## src/rtl/score_pkg.sv

```systemverilog
// score_pkg: shared types, widths and the BCD digit-adjust helper for score_ctrl
package score_pkg;
  localparam int BCD_DIGITS = 3;
  localparam int BCD_W      = 4 * BCD_DIGITS;
  localparam int SCORE_W    = 10;

  typedef enum logic [1:0] {
    G_IDLE    = 2'd0,
    G_PLAYING = 2'd1,
    G_OVER    = 2'd2
  } game_state_t;

  typedef enum logic [1:0] {
    CV_IDLE,
    CV_LOAD,
    CV_SHIFT,
    CV_DONE
  } cv_state_t;

  function automatic logic [3:0] add3(input logic [3:0] d);
    return (d >= 4'd5) ? d + 4'd3 : d;
  endfunction
endpackage

```

## src/rtl/bin2bcd_seq.sv

```systemverilog
// bin2bcd_seq: sequential double-dabble, 10-bit binary to three BCD digits
// Result register only changes at the end of the last shift, so it is never torn.
module bin2bcd_seq
  import score_pkg::*;
(
  input  logic               i_clk,
  input  logic               i_rst_n,
  input  logic               i_start,
  input  logic [SCORE_W-1:0] i_bin,
  output logic               o_busy,
  output logic               o_done,
  output logic [BCD_W-1:0]   o_bcd
);
  localparam int SH_W = BCD_W + SCORE_W;

  cv_state_t r_state, w_state_nx;
  logic [SH_W-1:0] r_sh, w_adj, w_shift;
  logic [3:0] r_cnt;
  logic [BCD_W-1:0] r_bcd;
  logic w_last, w_load;

  assign w_last = r_cnt == 4'(SCORE_W - 1);
  // A start seen in CV_DONE chains straight into the next pass, the done cycle doubling as its load.
  assign w_load = (r_state == CV_LOAD) || (r_state == CV_DONE && i_start);

  always_comb begin
    w_adj = r_sh;
    for (int d = 0; d < BCD_DIGITS; d++)
      w_adj[SCORE_W+4*d +: 4] = add3(r_sh[SCORE_W+4*d +: 4]);
    w_shift = {w_adj[SH_W-2:0], 1'b0};
    w_state_nx = r_state;
    case (r_state)
      CV_IDLE:  w_state_nx = i_start ? CV_LOAD : CV_IDLE;
      CV_LOAD:  w_state_nx = CV_SHIFT;
      CV_SHIFT: w_state_nx = w_last ? CV_DONE : CV_SHIFT;
      default:  w_state_nx = i_start ? CV_SHIFT : CV_IDLE;
    endcase
  end

  always_ff @(posedge i_clk) begin
    if (!i_rst_n) begin
      r_state <= CV_IDLE;
      r_sh    <= '0;
      r_cnt   <= '0;
      r_bcd   <= '0;
    end else begin
      r_state <= w_state_nx;
      if (w_load) begin
        r_sh  <= {{BCD_W{1'b0}}, i_bin};
        r_cnt <= '0;
      end else if (r_state == CV_SHIFT) begin
        r_sh  <= w_shift;
        r_cnt <= r_cnt + 4'd1;
        if (w_last) r_bcd <= w_shift[SH_W-1:SCORE_W];
      end
    end
  end

  assign o_busy = r_state != CV_IDLE;
  assign o_done = r_state == CV_DONE;
  assign o_bcd  = r_bcd;
endmodule

```

## src/rtl/score_ctrl.sv

```systemverilog
// score_ctrl: game score, game-state sequencing and per-frame BCD conversion.
// Define SCORE_HISCORE_EN to add a high-score register and a second converter pass.
module score_ctrl
  import score_pkg::*;
#(
  parameter int FRAME_LINE  = 480,
  parameter int HOLD_FRAMES = 8,
  parameter int SCORE_MAX   = 999
) (
  input  logic               i_clk,
  input  logic               i_rst_n,
  input  logic [9:0]         i_vpos,
  input  logic [9:0]         i_hpos,
  input  logic               i_move,
  input  logic               i_game_start,
  input  logic               i_game_over,
  output logic [1:0]         o_state,
  output logic [SCORE_W-1:0] o_score,
  output logic [BCD_W-1:0]   o_score_bcd,
  output logic [BCD_W-1:0]   o_hiscore_bcd,
  output logic               o_bcd_valid
);
  localparam logic [7:0]         HOLD_RELOAD = 8'(HOLD_FRAMES - 1);
  localparam logic [SCORE_W-1:0] SCORE_TOP   = SCORE_W'(SCORE_MAX);

  game_state_t r_state, w_state_nx;
  logic r_move_s1, r_move_s2;
  logic [SCORE_W-1:0] r_score, w_score_nx, w_bin;
  logic [7:0] r_hold, w_hold_nx;
  logic w_tick, w_start_ok, w_over, w_play_tick, w_inc;
  logic w_cv_start, w_busy, w_done;
  logic [BCD_W-1:0] w_bcd;

  assign w_tick      = (i_vpos == 10'(FRAME_LINE)) && (i_hpos == '0);
  assign w_start_ok  = i_game_start && (r_state != G_PLAYING);
  assign w_over      = i_game_over && (r_state == G_PLAYING);
  assign w_play_tick = w_tick && (r_state == G_PLAYING);
  // Game over in the same cycle drops the increment so OVER keeps the pre-increment score.
  assign w_inc = w_play_tick && r_move_s2 && (r_hold == '0) && !w_over && (r_score != SCORE_TOP);

  always_comb begin
    w_state_nx = w_start_ok ? G_PLAYING : w_over ? G_OVER : r_state;
    w_score_nx = w_start_ok ? '0 : w_inc ? r_score + 1'b1 : r_score;
    w_hold_nx  = w_start_ok ? '0 : !w_play_tick ? r_hold : !r_move_s2 ? '0 :
                 (r_hold == '0) ? HOLD_RELOAD : r_hold - 8'd1;
  end

  always_ff @(posedge i_clk) begin
    if (!i_rst_n) begin
      r_move_s1 <= 1'b0;
      r_move_s2 <= 1'b0;
      r_state   <= G_IDLE;
      r_score   <= '0;
      r_hold    <= '0;
    end else begin
      r_move_s1 <= i_move;
      r_move_s2 <= r_move_s1;
      r_state   <= w_state_nx;
      r_score   <= w_score_nx;
      r_hold    <= w_hold_nx;
    end
  end

  bin2bcd_seq u_b2b (
    .i_clk   (i_clk),
    .i_rst_n (i_rst_n),
    .i_start (w_cv_start),
    .i_bin   (w_bin),
    .o_busy  (w_busy),
    .o_done  (w_done),
    .o_bcd   (w_bcd)
  );

`ifdef SCORE_HISCORE_EN
  logic [SCORE_W-1:0] r_hiscore;
  logic [BCD_W-1:0] r_score_bcd, r_hi_bcd;
  logic r_pass, w_hi_start;

  assign w_hi_start = w_done && !r_pass;
  assign w_cv_start = (w_tick && !w_busy) || w_hi_start;
  assign w_bin      = (r_pass || w_hi_start) ? r_hiscore : r_score;

  always_ff @(posedge i_clk) begin
    if (!i_rst_n) begin
      r_hiscore   <= '0;
      r_score_bcd <= '0;
      r_hi_bcd    <= '0;
      r_pass      <= 1'b0;
    end else begin
      if (w_over && (r_score > r_hiscore)) r_hiscore <= r_score;
      if (w_done) r_pass <= !r_pass;
      if (w_done && !r_pass) r_score_bcd <= w_bcd;
      if (w_done && r_pass) r_hi_bcd <= w_bcd;
    end
  end

  // The converter result register is shown directly during its done cycle, then held locally.
  assign o_score_bcd   = (w_done && !r_pass) ? w_bcd : r_score_bcd;
  assign o_hiscore_bcd = (w_done && r_pass) ? w_bcd : r_hi_bcd;
`else
  assign w_cv_start    = w_tick && !w_busy;
  assign w_bin         = r_score;
  assign o_score_bcd   = w_bcd;
  assign o_hiscore_bcd = '0;
`endif

  assign o_state     = r_state;
  assign o_score     = r_score;
  assign o_bcd_valid = w_done;
endmodule

```

## config.mk

```make
export PLATFORM = sky130hd
export DESIGN_NAME = score_ctrl
export DESIGN_NICKNAME = d
export VERILOG_FILES = /design/src/rtl/score_pkg.sv /design/src/rtl/bin2bcd_seq.sv /design/src/rtl/score_ctrl.sv
export SDC_FILE = /design/constraint.sdc
export NUM_CORES = 1
export LEC_CHECK = 0
export ABC_AREA = 1
export BUFFER_PORTS_ARGS = -buffer_cell sky130_fd_sc_hd__buf_2
export CORE_MARGIN = 2
export CORE_UTILIZATION = 23
export DETAILED_ROUTE_END_ITERATION = 10
export PLACE_DENSITY_LB_ADDON = 0.25
export SLEW_MARGIN = 15
export SYNTH_ARGS = -nofsm -noshare
export SYNTH_HDL_FRONTEND = slang
export SYNTH_SLANG_ARGS = --single-unit
```

## constraint.sdc

```tcl
create_clock -name i_clk -period 1.45 [get_ports i_clk]
set_input_delay 0.435 -clock i_clk [delete_from_list [all_inputs] [get_ports i_clk]]
set_output_delay 0.435 -clock i_clk [all_outputs]
set_load 0.02 [all_outputs]
```

==> out/metrics.csv <==
stage,metric,value,unit
setup_path,path_cells,nor2_4 > nor3b_4 > nand3_4 > buf_4 > nor2_4 > a31oi_1 > nor2_1,
clocking,cts_root_buffer,clkbuf_16,
setup_path,worst_setup_path_start_kind,flip-flop,
sta,slew_violations,0,
synthesis,synth.most_common_cell,nand2_1,
clocking,clockBufferDepth,2,
sta,finalCriticalPeriod,1.50,ns
sta,period_share,103,%
sta,hold_viol_final,0,
detailed_routing,drt_wl_total,8430,um
synthesis,synth_top_area_cell,dfxtp_1,
cells_and_area,final_nets,580,
place,placed_cells,698,
pwr,power,4.18,mW
detailed_routing,drc,0,
clocking,cts.sinks,62,
sta,hold_ws,0.287,ns
floorplan,initial_core_util,23.5,%
floorplan,io-pin-count,62,
min_path,min_from,i_move,
clocking,cts_tree,done,
detailed_routing,vias_per_cell,4.30,
setup_path,reg2reg_slack,-0.05,ns
clocking,cts_max_level,3,
min_path,whs_path_depth,3,
setup_path,crit_buf_inv,1,
setup_path,slowest_delay,0.35,ns
detailed_routing,routedWlPerCell,11.6,um
detailed_routing,firstDrtPassIters,6,
pwr,cellPowerDensity,934,nW/um^2
sta,setup_ws,-0.0470,ns
pwr,p_sw,0.892,mW
setup_path,slowest_stage,dfxtp_4,
floorplan,num_rows,43,
setup_path,path_class,flip-flop to flip-flop,
cells_and_area,multiInputGateArea,1830,sq um
pwr,pwr-share-seq,40.9,%
run,cap_viol_max_count,0,
run_status,violations,negative setup slack,
floorplan,die_area,15100,sq um
pwr,power.share.combinational,4.9,%
run_status,status,finished with violations,
min_path,holdPathEnd,r_move_s1,
floorplan,fp.coreArea,13800,sq um
detailed_routing,drtIter0Drc,154,
clocking,cts_hold_buf,0,
setup_path,r2r_cells,7,
setup_path,cp_max_fo,6,
place,place.detailed.hpwl,5930,um
synthesis,synth.top_cell.area_share,38.2,%
clocking,clk_pin_slew_worst_paths,0.05,ns
grt,grt_overflow_total,0,
detailed_routing,ant_nets,0,
clocking,clk_latency,0.33,ns
pwr,leakage,2.04,nW
grt,grt_max_degree,20,
grt,grt_usage,11.6,%
floorplan,die_h,123,um
setup_path,required,1.71,ns
cells_and_area,seqCellArea,1260,sq um
setup_path,reg2reg_from,r_hold[4],
pwr,clkPwrFrac,54.2,%
place,post-place-ws,-0.344,ns
setup_path,cp_top_family,simple AND/OR/NAND/NOR gates,
sta,finClkSkew,0.00375,ns
synthesis,synth_ff_type,dfxtp_1,
cells_and_area,insertedDiodeCount,0,
setup_path,worst_setup_path_end_kind,flip-flop,
synthesis,synth_seq_cells,62,
floorplan,fp.dieW,123,um
sta,fmax,0.668,GHz
grt,antenna_found_initial,0,
sta,grt_setup_unrepaired,true,
setup_path,r2r-end,o_score[5],
pwr,intPower,3.29,mW
synthesis,ys_seq_area_share,38.2,%
grt,grt_pass1_vias,2988,
clocking,cts-buffers-inserted,9,
setup_path,worst_ep_arrival_time,1.76,ns
cells_and_area,layout-drive-gt1-share,30.6,%
cells_and_area,final_util,32.4,%
synthesis,synth.area.top_cells,"dfxtp_1, nand2_1, inv_1, nor2_1, o21ai_0",
synthesis,syn_inst,448,
cells_and_area,final_cells,725,
min_path,hp-class,input pin to flip-flop,
synthesis,synth_area,3250,sq um
setup_path,crit_top_cell,nor2_4,
place,globalplace.congestion,0.799,
synthesis,synth_cell_types,35,
pwr,swShare,21.3,%
place,port_buffers,49,
cells_and_area,n_fill_cell,1465,
synthesis,synth_warnings,0,
grt,grt_pass1_wl,13700,um
pwr,ir_drop,0.536,mV
cells_and_area,syn_to_final_growth,37.7,%
detailed_routing,vias,3114,
synthesis,synth_edf_count,0,
synthesis,avgSynthCellArea,7.26,sq um
synthesis,ys_top_cells_by_count,"nand2_1, dfxtp_1, inv_1",
sta,setup_viol,9,
synthesis,async_reset_ff_share,0,%
## sequential cells by signal, summed over array words and instances (netlist names)
register and cells:
o_state 2, u_b2b.r_sh 22, u_b2b.r_state 2, o_score 10, r_move_s2 1, r_hold 8, u_b2b.r_cnt 4, r_move_s1 1
u_b2b.o_bcd 12
## cell families after synthesis
logic type	after synthesis	share of synthesized area (%)
other	1	0.115
adder cells (fa/ha/maj)	15	5.77
AND/OR/NAND/NOR	168	24.8
buffers and inverters	90	12.3
flip-flops	62	38.2
AO/OA/AOI/OAI	104	16.7
XOR/XNOR	8	2.16
## through the flow
| step | setup TNS (ns) | instance area (sq um) |
|---|---|---|
| after floorplan | -0.410 | 3320 |
| after global placement | -4.29 | 3910 |
| after detailed placement | -4.97 | 3910 |
| after CTS | -0.0135 | 4270 |
| after global routing | -1.55 | 4480 |
| final | -0.252 | 4480 |
## placed cells by master, fill, tap and decap left out, types with 4 or more instances in the layout
cell type and n:
dfxtp_1 50, o21ai_1 19, clkbuf_16 9, xor2_1 4
buf_2 44, ha_1 11, nor2_1 50, conb_1 12
o21ai_0 30, clkbuf_8 4, inv_2 10, nand2_1 64
a31oi_1 15, nand2_2 6, buf_4 41, nand3_1 7
dfxtp_2 10, inv_1 54, a21oi_1 34, nor2_4 8
nor3_1 6, nand4_1 11
## layout make-up
type,instances,area share (%)
Inverter,67,5.79
Clock buffer,13,6.26
Timing Repair Buffer,89,12.9
Sequential cell,62,28.2
Clock inverter,3,0.895
Tap cell,180,5.03
Multi-Input combinational cell,310,40.8
Timing Repair inverter,1,0.112
## worst reg2reg max path, delay by kind of cell, from the launching register on
kind | cells | cell delay [ns]
compound gates | 1 | 0.09
buf+inv | 1 | 0.20
flops | 1 | 0.35
simple gates | 5 | 0.79
## metal layers
layer  part of all wire, %  global-route usage (%)
met5                     0                       0
met4                   1.5                    4.53
met3                   4.7                    3.39
met2                    47                    19.9
met1                    47                    13.6
## power by group through the flow
stage	registers (mW)	clock network, mW	logic [mW]
6_report	1.71	2.26	0.206
5_1_grt	1.71	2.40	0.227
4_1_cts	1.71	2.34	0.201
3_5_place_dp	1.75	0	0.194
3_3_place_gp	1.75	0	0.192
2_1_floorplan	1.75	0	0.127
## how the worst max path moves through the flow
stage | start | end | slack (ns) | cells after the start
2_1_floorplan | i_vpos[1] | o_score[4] | -0.07 | 8
3_3_place_gp | i_hpos[5] | o_score[1] | -0.31 | 10
3_5_place_dp | i_hpos[5] | r_hold[3] | -0.34 | 9
4_1_cts | r_hold[3] | o_score[1] | -0.01 | 8
5_1_grt | r_hold[4] | o_score[1] | -0.15 | 8
6_report | r_hold[4] | o_score[5] | -0.05 | 7
## timing repair
action                                  4_1_cts  5_1_grt
pin swaps                                     4       24
buffers inserted                              0        7
endpoints found under the setup margin       17       44
resized for setup                            14       51
cloned                                        1        3
(Power assumes the default switching activity.)
